File: src/rtl/jesd_rx_pkg.sv
// Shared types and sizing helpers for the JESD204B receive sync controller.
package jesd_rx_pkg;

    typedef enum logic [1:0] {
        ALIGN     = 2'd0,
        CGS       = 2'd1,
        SYNC_WAIT = 2'd2,
        DATA      = 2'd3
    } jesd_state_e;

    // LMFC phase counter width; a single-cycle LMFC still needs one bit.
    function automatic int lmfc_cnt_width(input int period);
        return (period <= 1) ? 1 : $clog2(period);
    endfunction

    // Minimum-low counter must be able to hold the value LMFC_PERIOD itself.
    function automatic int min_low_width(input int period);
        return (period <= 1) ? 1 : $clog2(period + 1);
    endfunction

endpackage

File: src/rtl/jesd_rx_sync_ctrl_sysref_capture.sv
// SYSREF capture: two-flop synchronizer, history flop and registered rising-edge pulse.
module sysref_capture (
    input  logic clk_i,
    input  logic rst_n_i,
    input  logic sysref_i,
    output logic rise_o
);

    logic s1;
    logic s2;
    logic s3;

    always_ff @(posedge clk_i or negedge rst_n_i) begin
        if (!rst_n_i) begin
            s1     <= 1'b0;
            s2     <= 1'b0;
            s3     <= 1'b0;
            rise_o <= 1'b0;
        end else begin
            s1     <= sysref_i;
            s2     <= s1;
            s3     <= s2;
            rise_o <= s2 & ~s3;
        end
    end

endmodule

File: src/rtl/jesd_rx_sync_ctrl.sv
// JESD204B subclass-1 receive link controller: SYSREF/LMFC alignment and SYNC~ sequencing.
// Optional SYSREF phase checking is built when JESD_SYSREF_CHECK_EN is defined.
//
// state     | meaning
// ALIGN     | waiting for a SYSREF edge to align the LMFC, SYNC~ low
// CGS       | SYNC~ low, counting minimum low time, waiting for all lanes
// SYNC_WAIT | lanes synced, waiting for the LMFC boundary to release SYNC~
// DATA      | SYNC~ released, link carrying data
module jesd_rx_sync_ctrl
    import jesd_rx_pkg::*;
#(
    parameter int  L           = 4,
    parameter int  K_FRAMES    = 32,
    parameter int  F_OCTETS    = 2,
    parameter int  LMFC_PERIOD = K_FRAMES * F_OCTETS / 4,
    localparam int CW          = lmfc_cnt_width(LMFC_PERIOD)
) (
    input  logic          clk_i,
    input  logic          rst_n_i,
    input  logic          sysref_i,
    input  logic          sysref_arm_i,
    input  logic [L-1:0]  cgs_done_i,
    input  logic          resync_req_i,
    output logic          sync_n_o,
    output logic          lmfc_o,
    output logic [CW-1:0] lmfc_cnt_o,
    output logic          sysref_aligned_o,
    output logic          sysref_err_o,
    output logic [1:0]    state_o
);

    localparam int            MW       = min_low_width(LMFC_PERIOD);
    localparam logic [CW-1:0] CNT_LAST = CW'(LMFC_PERIOD - 1);
    localparam logic [MW-1:0] ML_SAT   = MW'(LMFC_PERIOD);

    logic          rise;
    logic          realign;
    logic          at_last;
    logic          lanes_ok;
    logic          ml_sat;
    logic          ml_clr;
    logic          aligned_q;
    logic [CW-1:0] cnt_q;
    logic [CW-1:0] cnt_d;
    logic [MW-1:0] ml_q;
    jesd_state_e   state_q;
    jesd_state_e   state_d;

    sysref_capture u_sysref_capture (
        .clk_i    (clk_i),
        .rst_n_i  (rst_n_i),
        .sysref_i (sysref_i),
        .rise_o   (rise)
    );

    assign lanes_ok = &cgs_done_i;
    assign at_last  = (cnt_q == CNT_LAST);
    assign ml_sat   = (ml_q == ML_SAT);
    // An armed edge realigns even when already aligned.
    assign realign  = rise & (~aligned_q | sysref_arm_i);
    assign cnt_d    = (realign || at_last) ? '0 : cnt_q + CW'(1);

    always_comb begin
        state_d = state_q;
        ml_clr  = 1'b0;
        if (sysref_arm_i) begin
            state_d = realign ? CGS : ALIGN;
            ml_clr  = 1'b1;
        end else begin
            case (state_q)
                ALIGN: begin
                    if (realign) begin
                        state_d = CGS;
                        ml_clr  = 1'b1;
                    end
                end
                CGS: begin
                    if (resync_req_i) begin
                        ml_clr = 1'b1;
                    end else if (ml_sat && lanes_ok) begin
                        state_d = SYNC_WAIT;
                    end
                end
                SYNC_WAIT: begin
                    if (resync_req_i) begin
                        state_d = CGS;
                        ml_clr  = 1'b1;
                    end else if (!lanes_ok) begin
                        state_d = CGS;
                    end else if (at_last) begin
                        state_d = DATA;
                    end
                end
                DATA: begin
                    if (resync_req_i || !lanes_ok) begin
                        state_d = CGS;
                        ml_clr  = 1'b1;
                    end
                end
                default: begin
                    state_d = ALIGN;
                    ml_clr  = 1'b1;
                end
            endcase
        end
    end

    always_ff @(posedge clk_i or negedge rst_n_i) begin
        if (!rst_n_i) begin
            state_q   <= ALIGN;
            sync_n_o  <= 1'b0;
            cnt_q     <= '0;
            lmfc_o    <= 1'b1;
            aligned_q <= 1'b0;
            ml_q      <= '0;
        end else begin
            state_q  <= state_d;
            sync_n_o <= (state_d == DATA);
            cnt_q    <= cnt_d;
            lmfc_o   <= (cnt_d == '0);
            if (realign) begin
                aligned_q <= 1'b1;
            end else if (sysref_arm_i) begin
                aligned_q <= 1'b0;
            end
            if (ml_clr) begin
                ml_q <= '0;
            end else if (state_q == CGS && !ml_sat) begin
                ml_q <= ml_q + MW'(1);
            end
        end
    end

`ifdef JESD_SYSREF_CHECK_EN
    logic err_q;

    // Once aligned, a SYSREF edge is only legal in the last LMFC cycle.
    always_ff @(posedge clk_i or negedge rst_n_i) begin
        if (!rst_n_i) begin
            err_q <= 1'b0;
        end else if (sysref_arm_i) begin
            err_q <= 1'b0;
        end else if (rise && aligned_q && !at_last) begin
            err_q <= 1'b1;
        end
    end

    assign sysref_err_o = err_q;
`else
    assign sysref_err_o = 1'b0;
`endif

    assign lmfc_cnt_o       = cnt_q;
    assign sysref_aligned_o = aligned_q;
    assign state_o          = state_q;

endmodule

File: config.mk
export PLATFORM = sky130hd
export DESIGN_NAME = jesd_rx_sync_ctrl
export DESIGN_NICKNAME = d
export VERILOG_FILES = /design/src/rtl/jesd_rx_pkg.sv /design/src/rtl/jesd_rx_sync_ctrl_sysref_capture.sv /design/src/rtl/jesd_rx_sync_ctrl.sv
export SDC_FILE = /design/constraint.sdc
export NUM_CORES = 1
export LEC_CHECK = 0
export ABC_CLOCK_PERIOD_IN_PS = 1930
export CORE_ASPECT_RATIO = 1.4
export CORE_MARGIN = 3
export CORE_UTILIZATION = 40
export CTS_CLUSTER_DIAMETER = 40
export DETAILED_ROUTE_END_ITERATION = 7
export SYNTH_ARGS = -nofsm -noshare
export SYNTH_HDL_FRONTEND = slang
export SYNTH_HIERARCHICAL = 1
export SYNTH_SLANG_ARGS = --single-unit
File: constraint.sdc
create_clock -name clk_i -period 1.93 [get_ports clk_i]
set_clock_uncertainty 0.05 [all_clocks]
set_input_delay 0.386 -clock clk_i [delete_from_list [all_inputs] [get_ports clk_i]]
set_output_delay 0.386 -clock clk_i [all_outputs]
set_load 0.005 [all_outputs]
# Yosys cells after proc, flatten, opt, wreduce, memory -nomap -nowiden
# Index checks and enable logic that the tools add are counted.
# classes
addsub	2
n_eq_ne	6
mux	20
bitwise_logic	5
reduce_logical	12
# ops
op	count
2-bit 2-to-1 mux	8
5-bit 2-to-1 mux	2
2-bit one-hot mux with 4 select lines	1
1-bit 2-to-1 mux	7
2-bit equality test (second input constant)	3
5-bit by 1-bit adder with 5-bit output (second input constant)	1
5-bit equality test (second input constant)	1
4-bit by 1-bit adder with 4-bit output (second input constant)	1
4-bit equality test (second input constant)	1
4-bit zero test	1
4-bit 2-to-1 mux	1
4-bit AND reduction	1
2-bit nonzero test	2
1-bit one-hot mux with 3 select lines	1
1-bit AND	2
2-bit by 1-bit equality test with 1-bit output (second input constant)	1
1-bit logical AND	2
1-bit zero test	2
2-bit zero test	1
1-bit logical OR	2
1-bit NOT	2
2-bit OR reduction	1
1-bit bitwise OR	1
# word_totals
regBits	18
output_inout_bits	10
wordCells	55

# Depth between registers and ports, before layout
# Gate-level depths: netlist (run 1).
# depth
depth_word	7
ltp_mapped	6
mapped_depth_nobuf	6

# Modules after synthesis
# Netlist (run 1), hierarchy kept.
# by_module_without_submodules
module	instances	cells_each	area_each_um2	seq_area_each_um2
jesd_rx_sync_ctrl	1	86	865.8	351.6
sysref_capture	1	5	113.9	100.1

# Least setup slack after synthesis (run 1)
# Ideal clock, no wire load.
# synth_path
path_kind	register to register
from	register state_q[0] (netlist: state_o[0])
to	register sync_n_o
arrival_time_ns	1.496
required_time_ns	1.746
path_slack_ns	0.250
stages_incl_launch_ff	6
path_cell_list	dfrtp_1 > inv_1 > ha_1 > or4_1 > o22ai_1 > a211oi_1
# synth_via
elab_chain_len	6
elab_cells_between_ends	14
# synth_rtl
item	line_no	rtl
start, declared	jesd_rx_sync_ctrl.sv:46	jesd_state_e state_q;
start signal, assigned	jesd_rx_sync_ctrl.sv:117	state_q <= state_d;
2-bit 2-to-1 mux	jesd_rx_sync_ctrl.sv:90	end else if (at_last) begin
2-bit 2-to-1 mux	jesd_rx_sync_ctrl.sv:88	end else if (!lanes_ok) begin
2-bit 2-to-1 mux	jesd_rx_sync_ctrl.sv:85	if (resync_req_i) begin
2-bit one-hot mux with 4 select lines (*)	jesd_rx_sync_ctrl.sv:70	case (state_q)
2-bit 2-to-1 mux (*)	jesd_rx_sync_ctrl.sv:66	if (sysref_arm_i) begin
2-bit equality test (*)	jesd_rx_sync_ctrl.sv:118	sync_n_o <= (state_d == DATA);
end signal, assigned	jesd_rx_sync_ctrl.sv:118	
end, declared	jesd_rx_sync_ctrl.sv:24	output logic sync_n_o,
# Mark *: on every way between the ends. The rest lies on a longest branch, timed or not.
# A chain may end at the register's enable or synchronous reset.

# Worst setup path after layout (run 1)
# layout_path
from	register state_q[1] (netlist: state_o[1])
to	register sync_n_o
# Same word-level chain as after synthesis.

==> key figures, run 1 <==
Worst setup path
  – Crit path kind: reg -> reg
  – RR Endpoint: sync_n_o
  – Reg-to-reg startpoint: state_o[1]
  – Startpoint types: flop
  – Crit path from: state_o[1]
  – FF-to-FF path depth: 5
  – Critical path required time: 2.05 ns
  – Worst setup path end: sync_n_o
  – Worst setup EP type: flop
  – CP max FO: 7
  – Crit path DAT: 1.92 ns
  – Worst reg2reg setup slack: 0.13 ns

Drt
  – Initial DRT Pass Iterations: 4
  – WL final: 2.05 mm
  – Vias/cell: 5.45
  – Post-DRT Antenna Nets: 0
  – Wirelength per Cell: 14.7 um
  – Vias post-DR: 757
  – Post-route DRC: 0
  – 1st-iter DRT viols: 10

Final layout
  – Proportion of layout cells with a drive suffix above 1: 0.120
  – N_diodes: 0
  – Final non-filler cell total: 139
  – Final nets: 135
  – Commonest cells after routing, fill and taps aside: clkdlybuf4s50_1 (17), dfrtp_1 (17), ha_1 (8), inv_1 (7), buf_4 (7)
  – Area grow syn2layout: 27.3%
  – Final core utilization: 0.554

Yosys
  – Post-Syn Area per Cell: 10.8 um2
  – Main synth FF type: dfrtp_1
  – Ys Warns: 6
  – Synth Instances: 91
  – Synth Register Bits: 18
  – Syn nets: 108
  – Synth cell types: 35
  – Sequential-to-total area share from yosys stat: 0.461
  – Post-synth ARST share: 1.00
  – Post-synth EDFFs: 0
  – Post-synthesis cell area: 980 um2

Clocking
  – Total CTS buffers: 3
  – CTS tree: done
  – Reg clk slew, reported paths: 0.12 ns
  – Longest Clk Path Bufs: 2
  – H-Tree Depth: 1
  – Post-CTS Setup Bufs: 0
  – Hold Buf Count CTS: 0
  – # resized after CTS: 0
  – Root buffer cell: clkbuf_4
  – Worst skew pair latency: 0.30 ns
  – Clock sinks: 18

GRT
  – Vias in the first global route: 769
  – Largest net degree at the start of global routing: 19
  – First-pass GRT wire length: 3.31 mm
  – Gr ovfl total: 0
  – GR Util All Layers: 0.150
  – Antenna violations before repair: 0

Worst hold path
  – Min-Delay Path Class: reg -> reg

Place
  – RePlAce Congestion: 0.756
  – Cell total after placement: 135
  – # port buffers: 17
  – Final HPWL DP: 1.64 mm

Timing
  – Final Setup Violations: 0
  – Setup TNS: 0 ns
  – Slew Viols, Final: 0
  – RSZ-0062 raised after global routing: false
  – Final worst-path cycle share: 0.931
  – Max Fclk: 0.557 GHz
  – Worst Hold Slack: 0.310 ns
  – Final hold vios: 0
  – Min cycle time layout: 1.80 ns

Die
  – Die footprint: 0.00309 mm2
  – IO Pins: 19
  – Rows: 20
  – Core Area: 0.00225 mm2
  – Chip Height: 64.6 um
  – Initial Util: 0.435
  – Chip Width: 47.8 um

Power and ir drop
  – Final Total Pwr: 1.51 mW
  – Worst VDD drop: 475 uV
  – P_leak: 0.589 nW
  – PD cells: 1210 mW/mm2

Flow run
  – Number of max-cap violations: 0

Outcome
  – Status: complete, no violations
-- kinds of logic after synthesis --
logic type / after synthesis / share of synthesized area
buffers and inverters: 9 / 0.0460
muxes: 1 / 0.0102
xor gates and xnor gates: 6 / 0.0536
AOI/OAI and AO/OA: 16 / 0.124
and+or+nand+nor: 32 / 0.199
other: 1 / 0.00383
DFF: 18 / 0.461
adders and majority gates: 8 / 0.102
-- power by group --
| part | internal, mW | switching (mW) |
|---|---|---|
| clock network | 0.115 | 0.122 |
| registers | 0.466 | 0.0933 |
| logic | 0.377 | 0.333 |
-- how the worst min path moves through the flow --
stage	start	end	slack [ns]	depth (start not counted)
final	u_sysref_capture/s1	u_sysref_capture/s2	0.31	0
after global routing	u_sysref_capture/s1	u_sysref_capture/s2	0.32	0
after CTS	u_sysref_capture/s1	u_sysref_capture/s2	0.31	0
after detailed placement	u_sysref_capture/s1	u_sysref_capture/s2	0.29	0
after global placement	u_sysref_capture/s1	u_sysref_capture/s2	0.28	0
after floorplan	rst_n_i	lmfc_cnt_o[0]	0.04	0
-- synth_stat cells (2+ instances only) --
cell      instances  share of area
inv_1             7          0.027
nand4_1           3          0.019
dfrtp_1          17           0.43
nor2_1            4          0.015
xnor2_1           2          0.018
or4_1             3          0.023
a21oi_1           3          0.015
nand3_1           4          0.020
a31oi_1           2          0.013
o211ai_1          2          0.015
xor2_1            4          0.036
nor3_1            5          0.026
nand2b_1          3          0.019
ha_1              8           0.10
nand2_1           4          0.015
-- metrics by stage --
step | worst slack, ns | cell area (um2)
CTS | 0.118 | 1250
detailed placement | 0.0294 | 1210
finish | 0.134 | 1250
global route | 0.0337 | 1250
global placement | 0.0336 | 1210
floorplan | 0.250 | 980
-- metal layers --
metal,share of wire,global-route usage,vias to the layer above
li1,-,-,378
met1,0.39,0.152,365
met2,0.57,0.272,10
met3,0.021,0.0250,4
met4,0.018,0.0741,0
met5,0,0,-
-- layout make-up --
| type | instances | area [um2] |
|---|---|---|
| sequential | 18 | 452 |
| inverter | 7 | 26.3 |
| timing repair buffer | 24 | 223 |
| clock buffer | 4 | 36.3 |
| tap | 22 | 27.5 |
| multi-input combinational | 64 | 483 |
| fill | 206 | 1000 |
-- critical path, stage by stage, from the launching register on --
cell and delay, ns:
dfrtp_1 0.49, inv_1 0.12, ha_1 0.21, or4_1 0.49, o22ai_1 0.23, a211oi_1 0.07
-- flip-flops by register name, indices dropped and copies added, names as in the netlist --
signal,count
ml_q,5
lmfc_cnt_o,4
state_o,2
lmfc_o,1
sync_n_o,1
sysref_aligned_o,1
u_sysref_capture/rise_o,1
u_sysref_capture/s1,1
u_sysref_capture/s2,1
u_sysref_capture/s3,1
(Power assumes the default switching activity.)
==> run 2, diff against run 1 <==
--- a/config.mk
+++ b/config.mk
@@ -5,7 +5,7 @@
 export SDC_FILE = /design/constraint.sdc
 export NUM_CORES = 1
 export LEC_CHECK = 0
-export ABC_CLOCK_PERIOD_IN_PS = 1930
+export ABC_CLOCK_PERIOD_IN_PS = 2300
 export CORE_ASPECT_RATIO = 1.4
 export CORE_MARGIN = 3
 export CORE_UTILIZATION = 40
==> constraint.sdc (replaced) <==
create_clock -name clk_i -period 2.3 [get_ports clk_i]
set_clock_uncertainty 0.05 [all_clocks]
set_input_delay 0.46 -clock clk_i [delete_from_list [all_inputs] [get_ports clk_i]]
set_output_delay 0.46 -clock clk_i [all_outputs]
set_load 0.005 [all_outputs]
==> run 2 against run 1 <==
Compared with the run above: cell count is 3.6% lower; clock-buffer cell count unchanged; register-to-register slack better by 0.26 ns; maximum frequency decreased by 5.7%; non-clock buffer count decreased by 5; clock power shrank 15%; sequential share of layout area increased by 1.1 points; hold slack lost 0.0011 ns; die area stayed put; global-route usage up 0.91 points; worst setup slack improved by 0.26 ns.
==> key figures, run 2 (synthesized netlist as in run 1, its figures left out) <==
Timing
  – Final Setup Violations: 0 (unchanged)
  – RSZ-0062 raised after global routing: false
  – Slew Viols, Final: 0 (unchanged)
  – Final worst-path cycle share: 0.828 (-0.103)
  – Max Fclk: 0.525 GHz (-5.7%)
  – Min cycle time layout: 1.90 ns (+0.109 ns)
  – Final hold vios: 0 (unchanged)
  – Setup TNS: 0 ns (unchanged)

Clocking
  – CTS tree: done
  – Root buffer cell: clkbuf_4
  – # resized after CTS: 0 (unchanged)
  – Reg clk slew, reported paths: 0.11 ns (about the same)
  – Clock sinks: 18 (unchanged)
  – Longest Clk Path Bufs: 2 (unchanged)
  – Post-CTS Setup Bufs: 0 (unchanged)
  – Worst skew pair latency: 0.31 ns (about the same)
  – H-Tree Depth: 1 (unchanged)
  – Hold Buf Count CTS: 0 (unchanged)
  – Total CTS buffers: 3 (unchanged)

Final layout
  – Final non-filler cell total: 134 (-3.6%)
  – Proportion of layout cells with a drive suffix above 1: 0.0804 (-0.0393)
  – Final nets: 130 (-3.7%)
  – N_diodes: 0 (unchanged)
  – Max reg flops: 5 (unchanged)
  – FF/Latch Area: 452 um2 (unchanged)
  – Commonest cells after routing, fill and taps aside: clkdlybuf4s50_1 (17), dfrtp_1 (17), ha_1 (8), inv_1 (7), nor3_1 (5)
  – Biggest register: ml_q
  – Fillers: 219 (+6.3%)
  – Final core utilization: 0.537 (-0.0167)
  – Area grow syn2layout: 23.5%
  – Area of the multi-input gates: 483 um2 (unchanged)

GRT
  – Vias in the first global route: 771 (+0.26%)
  – GR Util All Layers: 0.159 (+0.00913)
  – Gr ovfl total: 0 (unchanged)
  – Antenna violations before repair: 0 (unchanged)
  – First-pass GRT wire length: 3.46 mm (+4.6%)
  – Largest net degree at the start of global routing: 19 (unchanged)

Worst setup path
  – Reg-to-reg startpoint: state_o[0]
  – Crit path kind: reg -> reg
  – Crit path from: state_o[0]
  – Worst reg2reg setup slack: 0.40 ns (+0.26 ns)
  – Critical path required time: 2.43 ns (+0.38 ns)
  – Critical Path Slowest Stage Cell: or4_1
  – Startpoint types: flop
  – Worst path max stage delay: 0.54 ns (+0.05 ns)
  – Worst setup EP type: flop
  – FF-to-FF path depth: 5 (unchanged)
  – RR Endpoint: sync_n_o
  – Crit path DAT: 2.03 ns (+0.11 ns)
  – Cell Chain, Critical Path: inv_1 > ha_1 > or4_1 > o22ai_1 > a211oi_1
  – CP max FO: 7 (unchanged)

Worst hold path
  – Min-Delay Path Class: reg -> reg
  – Hold Path Sink: u_sysref_capture/s2
  – Hold path depth: 0 (unchanged)
  – HP Start: u_sysref_capture/s1

Flow run
  – Number of max-cap violations: 0 (unchanged)

Outcome
  – Status: complete, no violations

Die
  – IO Pins: 19 (unchanged)
  – Die footprint: 0.00309 mm2 (unchanged)
  – Initial Util: 0.435 (unchanged)
  – Chip Width: 47.8 um (unchanged)
  – Core Area: 0.00225 mm2 (unchanged)
  – Chip Height: 64.6 um (unchanged)
  – Rows: 20 (unchanged)

Drt
  – Wirelength per Cell: 15.3 um (+3.7%)
  – Post-DRT Antenna Nets: 0 (unchanged)
  – WL final: 2.05 mm (about the same)
  – Vias post-DR: 753 (-0.53%)
  – Post-route DRC: 0 (unchanged)
  – Vias/cell: 5.62 (+3.2%)
  – 1st-iter DRT viols: 9 (-1)
  – Initial DRT Pass Iterations: 4 (unchanged)

Power and ir drop
  – PD cells: 1020 mW/mm2 (-15%)
  – P_leak: 0.565 nW (-4.1%)
  – Worst VDD drop: 420 uV (-12%)
  – Final Total Pwr: 1.24 mW (-18%)

Place
  – # port buffers: 17 (unchanged)
  – Cell total after placement: 130 (-3.7%)
  – RePlAce Congestion: 0.720 (-4.8%)
  – Final HPWL DP: 1.62 mm (-1.5%)
run 2: layout make-up:
type | instances | area share
clock buffer | 4 | 0.0300
inverter | 7 | 0.0217
multi-input combinational | 64 | 0.399
sequential | 18 | 0.373
tap | 22 | 0.0228
timing repair buffer | 19 | 0.153
run 2: metrics by stage:
step / hold slack [ns] / area (um2) / setup WS (ns)
after global placement: 0.287 / 1170 / 0.297
after floorplan: 0.114 / 980 / 0.620
after CTS: 0.313 / 1210 / 0.388
after global routing: 0.327 / 1210 / 0.293
final: 0.308 / 1210 / 0.395
after detailed placement: 0.289 / 1170 / 0.280
run 2: worst max path at each step:
stage | end | slack [ns] | depth (start not counted)
5_1_grt | sync_n_o | 0.29 | 5
6_report | sync_n_o | 0.40 | 5
2_1_floorplan | sync_n_o | 0.62 | 5
3_3_place_gp | sync_n_o | 0.30 | 4
3_5_place_dp | sync_n_o | 0.28 | 4
4_1_cts | sync_n_o | 0.39 | 5
run 2: per-layer routing:
layer  vias up  global-route usage  wire length (um)
li1        365                   -                 -
met3         4              0.0250                46
met1       371               0.178               827
met5         -                   0                 0
met4         0              0.0909                46
met2        13               0.267              1130
run 2: where the power goes:
group          leakage (nW)  internal, mW  switching [mW]
logic                 0.314         0.288           0.269
clock network        0.0210        0.0967           0.104
registers             0.230         0.391          0.0870
run 2: worst max-delay path: cells and delay by family (launching register included):
| kind | cells | cell delay [ns] |
|---|---|---|
| adders and majority gates | 1 | 0.31 |
| and+or+nand+nor | 1 | 0.54 |
| DFF | 1 | 0.47 |
| AOI/OAI and AO/OA | 2 | 0.29 |
| buffers and inverters | 1 | 0.12 |
